### src/rtl/highpass_sequencer_pkg.sv
// Shared definitions for the highpass filter frame sequencer.
package hp_seq_pkg;

    typedef enum logic [2:0] {
        ST_IDLE,
        ST_LOAD,
        ST_PROCESS,
        ST_DONE,
        ST_ERROR
    } state_t;

    localparam int unsigned DEF_NUM_PIXELS     = 65536;
    localparam int unsigned DEF_TIMEOUT_CYCLES = 1048576;

endpackage

### src/rtl/highpass_sequencer_counter.sv
// Loadable up-counter with synchronous clear, enable and terminal compare.
module hp_seq_counter #(
    parameter int unsigned W = 8
) (
    input  logic         clk,
    input  logic         rst,
    input  logic         i_clr,
    input  logic         i_load,
    input  logic [W-1:0] i_load_val,
    input  logic         i_en,
    input  logic [W-1:0] i_term,
    output logic [W-1:0] o_count,
    output logic         o_at_term
);

    logic [W-1:0] r_count;

    // Count register: clear beats load, load beats increment.
    always_ff @(posedge clk) begin
        if (rst) begin
            r_count <= '0;
        end else if (i_clr) begin
            r_count <= '0;
        end else if (i_load) begin
            r_count <= i_load_val;
        end else if (i_en) begin
            r_count <= r_count + W'(1);
        end
    end

    assign o_count   = r_count;
    assign o_at_term = (r_count == i_term);

endmodule

### src/rtl/highpass_sequencer.sv
// Frame sequencer: loads NUM_PIXELS pixels into the highpass filter, then
// runs its process phase and forwards filter output until finish/timeout.
module highpass_sequencer
    import hp_seq_pkg::*;
#(
    parameter int unsigned NUM_PIXELS     = DEF_NUM_PIXELS,
    parameter int unsigned TIMEOUT_CYCLES = DEF_TIMEOUT_CYCLES,
    parameter int unsigned CNT_W          = $clog2(TIMEOUT_CYCLES + 1)
) (
    input  logic             clk,
    input  logic             rst,
    input  logic             start,
    input  logic             abort,
    input  logic             in_valid,
    input  logic [7:0]       in_data,
    output logic             in_ready,
    output logic [7:0]       filt_image_input,
    output logic             filt_enable,
    output logic             filt_enable_process,
    input  logic [7:0]       filt_image_output,
    input  logic             filt_finish,
    output logic             out_valid,
    output logic [7:0]       out_data,
    output logic             busy,
    output logic             done,
    output logic             error,
    output logic [CNT_W-1:0] pix_in_count,
    output logic [CNT_W-1:0] pix_out_count
);

    localparam logic [CNT_W-1:0] LP_IN_TERM  = CNT_W'(NUM_PIXELS - 1);
    localparam logic [CNT_W-1:0] LP_TMO_TERM = CNT_W'(TIMEOUT_CYCLES - 1);

    state_t     r_state;
    logic       r_filt_enable;
    logic       r_fep;
    logic       r_out_valid;
    logic       r_done;
    logic       r_error;
    logic [7:0] r_img_in;
    logic [7:0] r_out_data;

    logic             w_idle_like;
    logic             w_start_go;
    logic             w_hs;
    logic             w_proc_act;
    logic             w_fwd;
    logic             w_in_term;
    logic             w_tmo_term;
    logic             w_out_sat;
    logic [CNT_W-1:0] w_tmo_count;

    assign w_idle_like = (r_state == ST_IDLE) || (r_state == ST_DONE) || (r_state == ST_ERROR);
    assign w_start_go  = start & ~abort & w_idle_like;
    assign w_hs        = in_valid & (r_state == ST_LOAD) & ~abort;
    // The first PROCESS cycle only raises enable_process; the filter is
    // considered processing (finish, forwarding, timeout) once it is high.
    assign w_proc_act  = (r_state == ST_PROCESS) & r_fep & ~abort;
    assign w_fwd       = w_proc_act & ~filt_finish & ~w_tmo_term;

    hp_seq_counter #(.W(CNT_W)) u_cnt_in (
        .clk        (clk),
        .rst        (rst),
        .i_clr      (w_start_go),
        .i_load     (1'b0),
        .i_load_val ('0),
        .i_en       (w_hs),
        .i_term     (LP_IN_TERM),
        .o_count    (pix_in_count),
        .o_at_term  (w_in_term)
    );

    // Output count saturates at all-ones rather than wrapping.
    hp_seq_counter #(.W(CNT_W)) u_cnt_out (
        .clk        (clk),
        .rst        (rst),
        .i_clr      (w_start_go),
        .i_load     (1'b0),
        .i_load_val ('0),
        .i_en       (w_fwd & ~w_out_sat),
        .i_term     ('1),
        .o_count    (pix_out_count),
        .o_at_term  (w_out_sat)
    );

    hp_seq_counter #(.W(CNT_W)) u_cnt_tmo (
        .clk        (clk),
        .rst        (rst),
        .i_clr      (w_start_go),
        .i_load     (1'b0),
        .i_load_val ('0),
        .i_en       (w_proc_act),
        .i_term     (LP_TMO_TERM),
        .o_count    (w_tmo_count),
        .o_at_term  (w_tmo_term)
    );

    // Frame state machine with registered filter and sink controls.
    always_ff @(posedge clk) begin
        if (rst) begin
            r_state       <= ST_IDLE;
            r_filt_enable <= 1'b0;
            r_fep         <= 1'b0;
            r_out_valid   <= 1'b0;
            r_done        <= 1'b0;
            r_error       <= 1'b0;
            r_img_in      <= '0;
            r_out_data    <= '0;
        end else begin
            r_filt_enable <= 1'b0;
            r_out_valid   <= 1'b0;
            r_done        <= 1'b0;
            if (abort) begin
                r_state <= ST_IDLE;
                r_fep   <= 1'b0;
                r_error <= 1'b0;
            end else begin
                case (r_state)
                    ST_IDLE, ST_DONE, ST_ERROR: begin
                        if (start) begin
                            r_state <= ST_LOAD;
                            r_error <= 1'b0;
                        end else if (r_state == ST_DONE) begin
                            r_state <= ST_IDLE;
                        end
                    end
                    ST_LOAD: begin
                        if (w_hs) begin
                            r_img_in      <= in_data;
                            r_filt_enable <= 1'b1;
                            if (w_in_term) begin
                                r_state <= ST_PROCESS;
                            end
                        end
                    end
                    ST_PROCESS: begin
                        if (!r_fep) begin
                            r_fep <= 1'b1;
                        end else if (filt_finish) begin
                            r_state <= ST_DONE;
                            r_done  <= 1'b1;
                            r_fep   <= 1'b0;
                        end else if (w_tmo_term) begin
                            r_state <= ST_ERROR;
                            r_error <= 1'b1;
                            r_fep   <= 1'b0;
                        end else begin
                            r_out_valid <= 1'b1;
                            r_out_data  <= filt_image_output;
                        end
                    end
                    default: begin
                        r_state <= ST_IDLE;
                    end
                endcase
            end
        end
    end

    assign in_ready            = (r_state == ST_LOAD);
    assign busy                = (r_state == ST_LOAD) || (r_state == ST_PROCESS);
    assign filt_image_input    = r_img_in;
    assign filt_enable         = r_filt_enable;
    assign filt_enable_process = r_fep;
    assign out_valid           = r_out_valid;
    assign out_data            = r_out_data;
    assign done                = r_done;
    assign error               = r_error;

endmodule

### config.mk
export PLATFORM = sky130hd
export DESIGN_NAME = highpass_sequencer
export DESIGN_NICKNAME = d
export VERILOG_FILES = /design/src/rtl/highpass_sequencer_pkg.sv /design/src/rtl/highpass_sequencer_counter.sv /design/src/rtl/highpass_sequencer.sv
export SDC_FILE = /design/constraint.sdc
export NUM_CORES = 1
export LEC_CHECK = 0
export ABC_AREA = 1
export BUFFER_PORTS_ARGS = -buffer_cell sky130_fd_sc_hd__buf_4
export CELL_PAD_IN_SITES_DETAIL_PLACEMENT = 0
export CELL_PAD_IN_SITES_GLOBAL_PLACEMENT = 1
export CORE_AREA = 2 2 105 117
export CTS_BUF_LIST = sky130_fd_sc_hd__clkbuf_16
export DETAILED_ROUTE_END_ITERATION = 8
export DIE_AREA = 0 0 107 119
export GPL_TIMING_DRIVEN = 0
export PLACE_DENSITY_LB_ADDON = 0.3
export RECOVER_POWER = 25
export SYNTH_ARGS = -nofsm -noshare
export SYNTH_HDL_FRONTEND = slang
export SYNTH_SLANG_ARGS = --single-unit
### constraint.sdc
create_clock -name clk -period 2 [get_ports clk]
set_input_delay 0 -clock clk [delete_from_list [all_inputs] [get_ports clk]]
set_output_delay 0 -clock clk [all_outputs]
set_load 0.03 [all_outputs]
==> key figures, run 1 <==
Place
  • Pre-CTS setup slack: -0.0558 ns
  • Post-Place Cells: 858
  • I/O Buffers: 86
  • GP Congestion: 0.835
  • Dpl hpwl: 8.59 mm
  • Placement Cell Area: 5240 um^2

Status
  • Status: completed

Worst setup path
  • Critical path class: reg -> reg
  • Worst path slowest cell: dfxtp_1
  • FF-to-FF Start: u_cnt_out.o_count[1]
  • Critical R2R Capture: u_cnt_out.o_count[2]
  • CP Launch Type: flip-flop
  • CP arrival: 2.11 ns
  • CP endpoint kind: flip-flop
  • Critical Path Max Stage Delay: 0.44 ns
  • Reg2reg setup slack: ~0.16 ns
  • Crit path capture: u_cnt_out.o_count[2]
  • CP cell instances: ha_4, nand3_1, nor3_4, nand3_2, nand3_4, buf_4, nand2_1, a21oi_2
  • Critical Path Start: u_cnt_out.o_count[1]
  • FF-to-FF path depth: 8
  • Req. time, crit path: 2.27 ns
  • Worst-path fanout max: 10

Clocking
  • TritonCTS Buffers: 9
  • Clk pin slew, worst setup/hold paths: 0.06 ns
  • Max clock buf depth: 2
  • Clock Sinks: 87
  • Skew-Pair Late Insertion Delay: 0.34 ns
  • CTS root buffer: clkbuf_16
  • CTS H-tree lvls: 3
  • CTS tree: built

STA
  • Final setup vio count: 0
  • Final WS setup: 0.163 ns
  • Slew Viols, Final: 0
  • Hold_ws: roughly 0.015 ns
  • Setup TNS: 0 ns
  • Crit path time final: 1.84 ns
  • Slew Limit Headroom: between 70 and 80%
  • RSZ-0062 raised after global routing: no
  • Clock skew: ~0.0073 ns
  • Fin. Hold Viols: 0
  • Worst-Margin Slew: 0.428 ns
  • Tcrit/Tclk final: 91.9%
  • Highest Clock Rate: roughly 540 MHz

Synthesis
  • Synth cell count leaders: 133 x nand2_1, 110 x nor2_1, 87 x dfxtp_1, 60 x inv_1, 33 x o21ai_0
  • Synth top area cells: dfxtp_1 40%, nand2_1 11%, nor2_1 9.4%
  • Syn Inst Count: 618
  • Netlist cell types: 41
  • Fraction of registers with async set/reset: 0%
  • Synthesized net count: 643
  • Yosys warning count: 0
  • Synth top area share: 39.5%
  • Mapped Avg Cell Area: 7.13 um^2
  • #FFs+latches synth: 87
  • Cell with the most instances after synthesis: nand2_1
  • Top FF cell, synth: dfxtp_1
  • Post-synthesis sequential area ratio: 39.5%
  • Post-synthesis cell area: 4400 um^2
  • Top cell type by total area after synthesis: dfxtp_1
  • EDFF count, synth: 0

Floorplan
  • # IOs: 87
  • Core area: 11,700 um^2
  • Row count: 42
  • Die span in y: 119 um
  • Die area: 12,700 um^2
  • Die X: 107 um
  • Starting Density: 37.6%

Final layout
  • Layout cell share with drive strength beyond 1: 18.3%
  • ANT cells: 0
  • Design Area, Final: 5610 um^2
  • Area of the multi-input gates: 2370 um^2
  • Final Util: 47.8%
  • Synth-to-layout area growth: 27.3%
  • Nets: between 700 and 800
  • Fill count: 1,231
  • Final cell count without fillers: 892
  • Flip-flop and latch area: about 1700 um^2

Drt
  • WL per Instance: ~13 um
  • Detailed-route wire length: 11.5 mm
  • Post-route DRC: 0
  • First DRT Iteration DRCs: 148
  • Via count: roughly 4,300
  • Total iterations of the first detailed-routing run: 4
  • Vias/cell: 4.77
  • Post-route ant nets: 0

Global routing
  • Vias in the first global route: ~4,000
  • Total GRT Usage: 18.4%
  • First-pass GRT wire length: 18.8 mm
  • GR Overflow Total: 0
  • Largest net degree at the start of global routing: 16
  • Number of antenna violations at the first check in global routing: 0

Power and ir drop
  • Max IR drop VDD: 0.000366 V
  • PwrDens: 651 nW/um^2
  • Tot Pwr: 3.65 mW
  • Pleak: 2.07 nW

Hold path
  • Min-delay src: abort
  • Tightest Hold Check Type: in -> reg
  • Hold path depth: 4

Run
  • Max-Cap Viols: 0
==> power breakdown <==
| group | switching (mW) | internal [mW] | total (mW) | leakage, nW |
|---|---|---|---|---|
| Sequential | 0.00549 | 1.74 | 1.74 | 0.701 |
| Combinational | 0.127 | 0.0877 | 0.215 | 1.22 |
| Clock | 0.722 | 0.971 | 1.69 | 0.143 |
| Total | 0.855 | 2.80 | 3.65 | 2.07 |
==> cells by family after synthesis <==
group | Yosys count | synth area share, %
simple gates | 344 | 36.4
xor+xnor | 26 | 5.17
flops | 87 | 39.5
compound gates | 81 | 10.7
buf+inv | 77 | 7.30
fa+ha+maj | 3 | 0.852
==> critical path, delay by kind of cell, from the launching register on <==
family	cells	cell delay (ns)
and+or+nand+nor	5	0.79
DFF	1	0.44
adders and majority gates	1	0.21
buffers and inverters	1	0.19
AOI/OAI and AO/OA	1	0.13
==> cell usage in the layout (no fill, tap or decap), types with 2 or more instances in the layout <==
| cell type | instances |
|---|---|
| a21oi_1 | 31 |
| a21oi_2 | 10 |
| buf_2 | 6 |
| buf_4 | 51 |
| clkbuf_1 | 39 |
| clkbuf_16 | 9 |
| clkinv_1 | 2 |
| clkinv_4 | 2 |
| dfxtp_1 | 86 |
| dlygate4sd3_1 | 17 |
| ha_1 | 2 |
| inv_1 | 60 |
| inv_2 | 4 |
| nand2_1 | 133 |
| nand2_2 | 15 |
| nand3_1 | 22 |
| nand3_2 | 4 |
| nand3_4 | 2 |
| nand3b_1 | 4 |
| nand4_1 | 7 |
| nor2_1 | 109 |
| nor2_2 | 8 |
| nor2_4 | 6 |
| nor3_1 | 20 |
| nor3b_1 | 5 |
| nor3b_2 | 2 |
| nor4_1 | 2 |
| o21ai_0 | 32 |
| xnor2_1 | 7 |
| xor2_1 | 19 |
==> how the worst min path moves through the flow <==
stage	endpoint	slack (ns)
after floorplan	filt_enable	0.07
after global placement	out_valid	0.24
after detailed placement	filt_enable	0.24
after CTS	filt_enable_process	0.006
after global routing	filt_enable_process	0.05
final	filt_enable_process	0.02
==> flip-flops by register name, summed over array words and instances, names as in the netlist <==
name,count
done,1
error,1
filt_enable,1
filt_enable_process,1
filt_image_input,8
out_data,8
out_valid,1
r_state,3
u_cnt_in.o_count,21
u_cnt_out.o_count,21
u_cnt_tmo.o_count,21
==> cell type report <==
| type | instances | area share [%] |
|---|---|---|
| tap | 154 | 3.44 |
| inverter | 66 | 4.46 |
| clock buffer | 9 | 4.02 |
| clock inverter | 7 | 1.29 |
| sequential | 87 | 31.1 |
| buffer | 11 | 1.27 |
| timing repair buffer | 104 | 12.2 |
| multi-input combinational | 454 | 42.2 |
==> timing repair <==
action | in CTS | in global routing
hold endpoints to repair | 18 | 0
setup buffers | 0 | 1
gates resized for setup | 2 | 5
pin swaps | 0 | 1
cloned | 0 | 0
hold buffers | 17 | 0
setup endpoints to repair | 19 | 31
==> layer usage <==
| layer | wire [um] | GRT usage [%] | vias to the layer above |
|---|---|---|---|
| met5 | 0 | 0 | - |
| met4 | 228 | 6.98 | 0 |
| met3 | 437 | 3.67 | 15 |
| met2 | 5740 | 31.7 | 86 |
| met1 | 5080 | 22.4 | 1953 |
| li1 | - | - | 2200 |
No activity file was read; power rests on OpenSTA's default activity.
==> run 2: changes to the inputs <==
--- a/config.mk
+++ b/config.mk
@@ -11,11 +11,12 @@
 export CELL_PAD_IN_SITES_GLOBAL_PLACEMENT = 1
 export CORE_AREA = 2 2 105 117
 export CTS_BUF_LIST = sky130_fd_sc_hd__clkbuf_16
+export CTS_CLUSTER_DIAMETER = 150
 export DETAILED_ROUTE_END_ITERATION = 8
 export DIE_AREA = 0 0 107 119
 export GPL_TIMING_DRIVEN = 0
 export PLACE_DENSITY_LB_ADDON = 0.3
-export RECOVER_POWER = 25
+export RECOVER_POWER = 100
 export SYNTH_ARGS = -nofsm -noshare
 export SYNTH_HDL_FRONTEND = slang
 export SYNTH_SLANG_ARGS = --single-unit
==> run 2 against run 1 <==
First-iteration DRC count up 22%. Largest power group unchanged. Sequential cell count did not move. Routed wire length decreased by 0.47%. Power fell by 0.42%. Design area is 2.6% lower. Clock skew barely moved. Setup slack worse by 0.023 ns. Cell count stayed put. Clock power is essentially flat. Core utilization fell by 1.2 points. Worst hold slack improved by 0.0037 ns. Sequential power hardly changed.
==> key figures, run 2 (synthesis results as in run 1) <==
Status
  • Status: completed

Global routing
  • GR Overflow Total: 0 (unchanged)
  • Vias in the first global route: 4,044 (unchanged)
  • Number of antenna violations at the first check in global routing: 0 (unchanged)
  • First-pass GRT wire length: 18.8 mm (unchanged)
  • Largest net degree at the start of global routing: 16 (unchanged)
  • Total GRT Usage: 18.4% (unchanged)

Place
  • Post-Place Cells: 858 (unchanged)
  • GP Congestion: 0.835 (unchanged)
  • I/O Buffers: 86 (unchanged)
  • Pre-CTS setup slack: -0.0558 ns (unchanged)
  • Dpl hpwl: 8.59 mm (unchanged)

Worst setup path
  • Critical path class: reg -> reg
  • Reg2reg setup slack: 0.14 ns (-0.02 ns)
  • CP Launch Type: flip-flop
  • FF-to-FF path depth: 11 (+3)
  • CP arrival: 2.13 ns (+0.02 ns)
  • Critical Path Start: u_cnt_tmo.o_count[0]
  • FF-to-FF Start: u_cnt_tmo.o_count[0]
  • Req. time, crit path: 2.27 ns (about the same)
  • Critical Path Max Stage Delay: 0.35 ns (-0.09 ns)
  • Worst-path fanout max: 10 (unchanged)
  • Critical R2R Capture: u_cnt_out.o_count[16]
  • CP cell instances: ha_1, nand3_1, nor2_2, nand2_1, nor2_4, nor2_2, nand3_4, inv_4, buf_8, nand2_1, a21oi_2
  • CP endpoint kind: flip-flop
  • Worst path slowest cell: dfxtp_1

Final layout
  • ANT cells: 0 (unchanged)
  • Most frequent cells in the layout: 135 x nand2_1, 113 x nor2_1, 86 x dfxtp_1
  • Final Util: 46.6% (-1.2 points)
  • Synth-to-layout area growth: 24.0%
  • Layout cell share with drive strength beyond 1: 13.1% (-5.1 points)
  • Final cell count without fillers: 892 (unchanged)
  • Commonest non-fill, non-tap cell in the layout: nand2_1
  • Nets: 758 (unchanged)

Floorplan
  • Core area: 11,700 um^2 (unchanged)
  • Die X: 107 um (unchanged)
  • Starting Density: 37.6% (unchanged)
  • Row count: 42 (unchanged)
  • # IOs: 87 (unchanged)
  • Die area: 12,700 um^2 (unchanged)
  • Die span in y: 119 um (unchanged)

Clocking
  • Clk pin slew, worst setup/hold paths: 0.06 ns (about the same)
  • Clock Sinks: 87 (unchanged)
  • TritonCTS Buffers: 9 (unchanged)
  • Max clock buf depth: 2 (unchanged)
  • CTS tree: built
  • CTS root buffer: clkbuf_16
  • Skew-Pair Late Insertion Delay: 0.34 ns (about the same)
  • CTS H-tree lvls: 3 (unchanged)

Drt
  • Post-route DRC: 0 (unchanged)
  • Via count: 4,265 (+0.26%)
  • Vias/cell: 4.78 (+0.26%)
  • Detailed-route wire length: 11.4 mm (-0.47%)
  • WL per Instance: 12.8 um (-0.47%)
  • First DRT Iteration DRCs: 181 (+22%)
  • Post-route ant nets: 0 (unchanged)
  • Total iterations of the first detailed-routing run: 4 (unchanged)

Hold path
  • Min-delay src: abort
  • Tightest Hold Check Type: in -> reg
  • Hold EP: filt_enable_process
  • Hold path depth: 4 (unchanged)

Power and ir drop
  • PwrDens: 666 nW/um^2 (+2.2%)
  • Max IR drop VDD: 0.000362 V (-1.2%)
  • Tot Pwr: 3.64 mW (-0.42%)
  • Pleak: 1.95 nW (-5.6%)

STA
  • Hold_ws: 0.0188 ns (+0.00366 ns)
  • Final WS setup: 0.140 ns (-0.0227 ns)
  • RSZ-0062 raised after global routing: no
  • Tcrit/Tclk final: 93.0% (+1.1 points)
  • Crit path time final: 1.86 ns (+0.0227 ns)
  • Slew Viols, Final: 0 (unchanged)
  • Worst-Margin Slew: 0.447 ns (+0.0187 ns)
  • Highest Clock Rate: 538 MHz (-1.2%)
  • Slew Limit Headroom: 70.3% (-1.2 points)
  • Fin. Hold Viols: 0 (unchanged)
  • Final setup vio count: 0 (unchanged)
  • Clock skew: 0.00747 ns (+0.000143 ns)

Run
  • Max-Cap Viols: 0 (unchanged)
-- run 2: final cells by class --
| class | instances | area, um^2 |
|---|---|---|
| Fill cell | 1263 | 6260 |
| Multi-Input combinational cell | 454 | 2320 |
| Sequential cell | 87 | 1740 |
| Timing Repair Buffer | 104 | 587 |
| Inverter | 66 | 250 |
| Clock buffer | 9 | 225 |
| Tap cell | 154 | 193 |
| Clock inverter | 7 | 72.6 |
| Buffer | 11 | 71.3 |
-- run 2: how the worst max path moves through the flow --
stage	cells past startpoint	to	slack [ns]
floorplan	9	u_cnt_out.o_count[2]	0.08
global placement	9	u_cnt_out.o_count[15]	-0.08
detailed placement	8	u_cnt_out.o_count[2]	-0.06
CTS	8	u_cnt_out.o_count[2]	0.004
global route	11	u_cnt_out.o_count[16]	0.006
finish	11	u_cnt_out.o_count[16]	0.14
-- run 2: power by group --
group          internal, mW  switching, mW  total (mW)
Clock                 0.970          0.713        1.68
Sequential             1.74        0.00531        1.74
Combinational        0.0847          0.125       0.209
Total                  2.79          0.843        3.64
-- run 2: timing repair --
action / 4_1_cts / 5_1_grt
setup endpoints to repair: 19 / 31
hold endpoints to repair: 18 / 0
gates resized for setup: 2 / 5
setup buffers: 0 / 1
hold buffers: 17 / 0
pin swaps: 0 / 1
-- run 2: critical path, delay by kind of cell (launching register included) --
family | cells | cell delay [ns]
adders and majority gates | 1 | 0.24
and+or+nand+nor | 7 | 0.79
AOI/OAI and AO/OA | 1 | 0.11
DFF | 1 | 0.35
buffers and inverters | 2 | 0.30
-- run 2: layer usage --
layer	routed length (um)	track usage [%]
met5	0	0
met1	5070	22.4
met4	209	6.98
met3	407	3.67
met2	5740	31.7
-- run 2: metrics by stage --
step           area (um^2)  setup TNS (ns)
2_1_floorplan         4400               0
3_3_place_gp          5240          -0.803
3_5_place_dp          5240          -0.528
4_1_cts               5720               0
5_1_grt               5460               0
6_report              5460               0
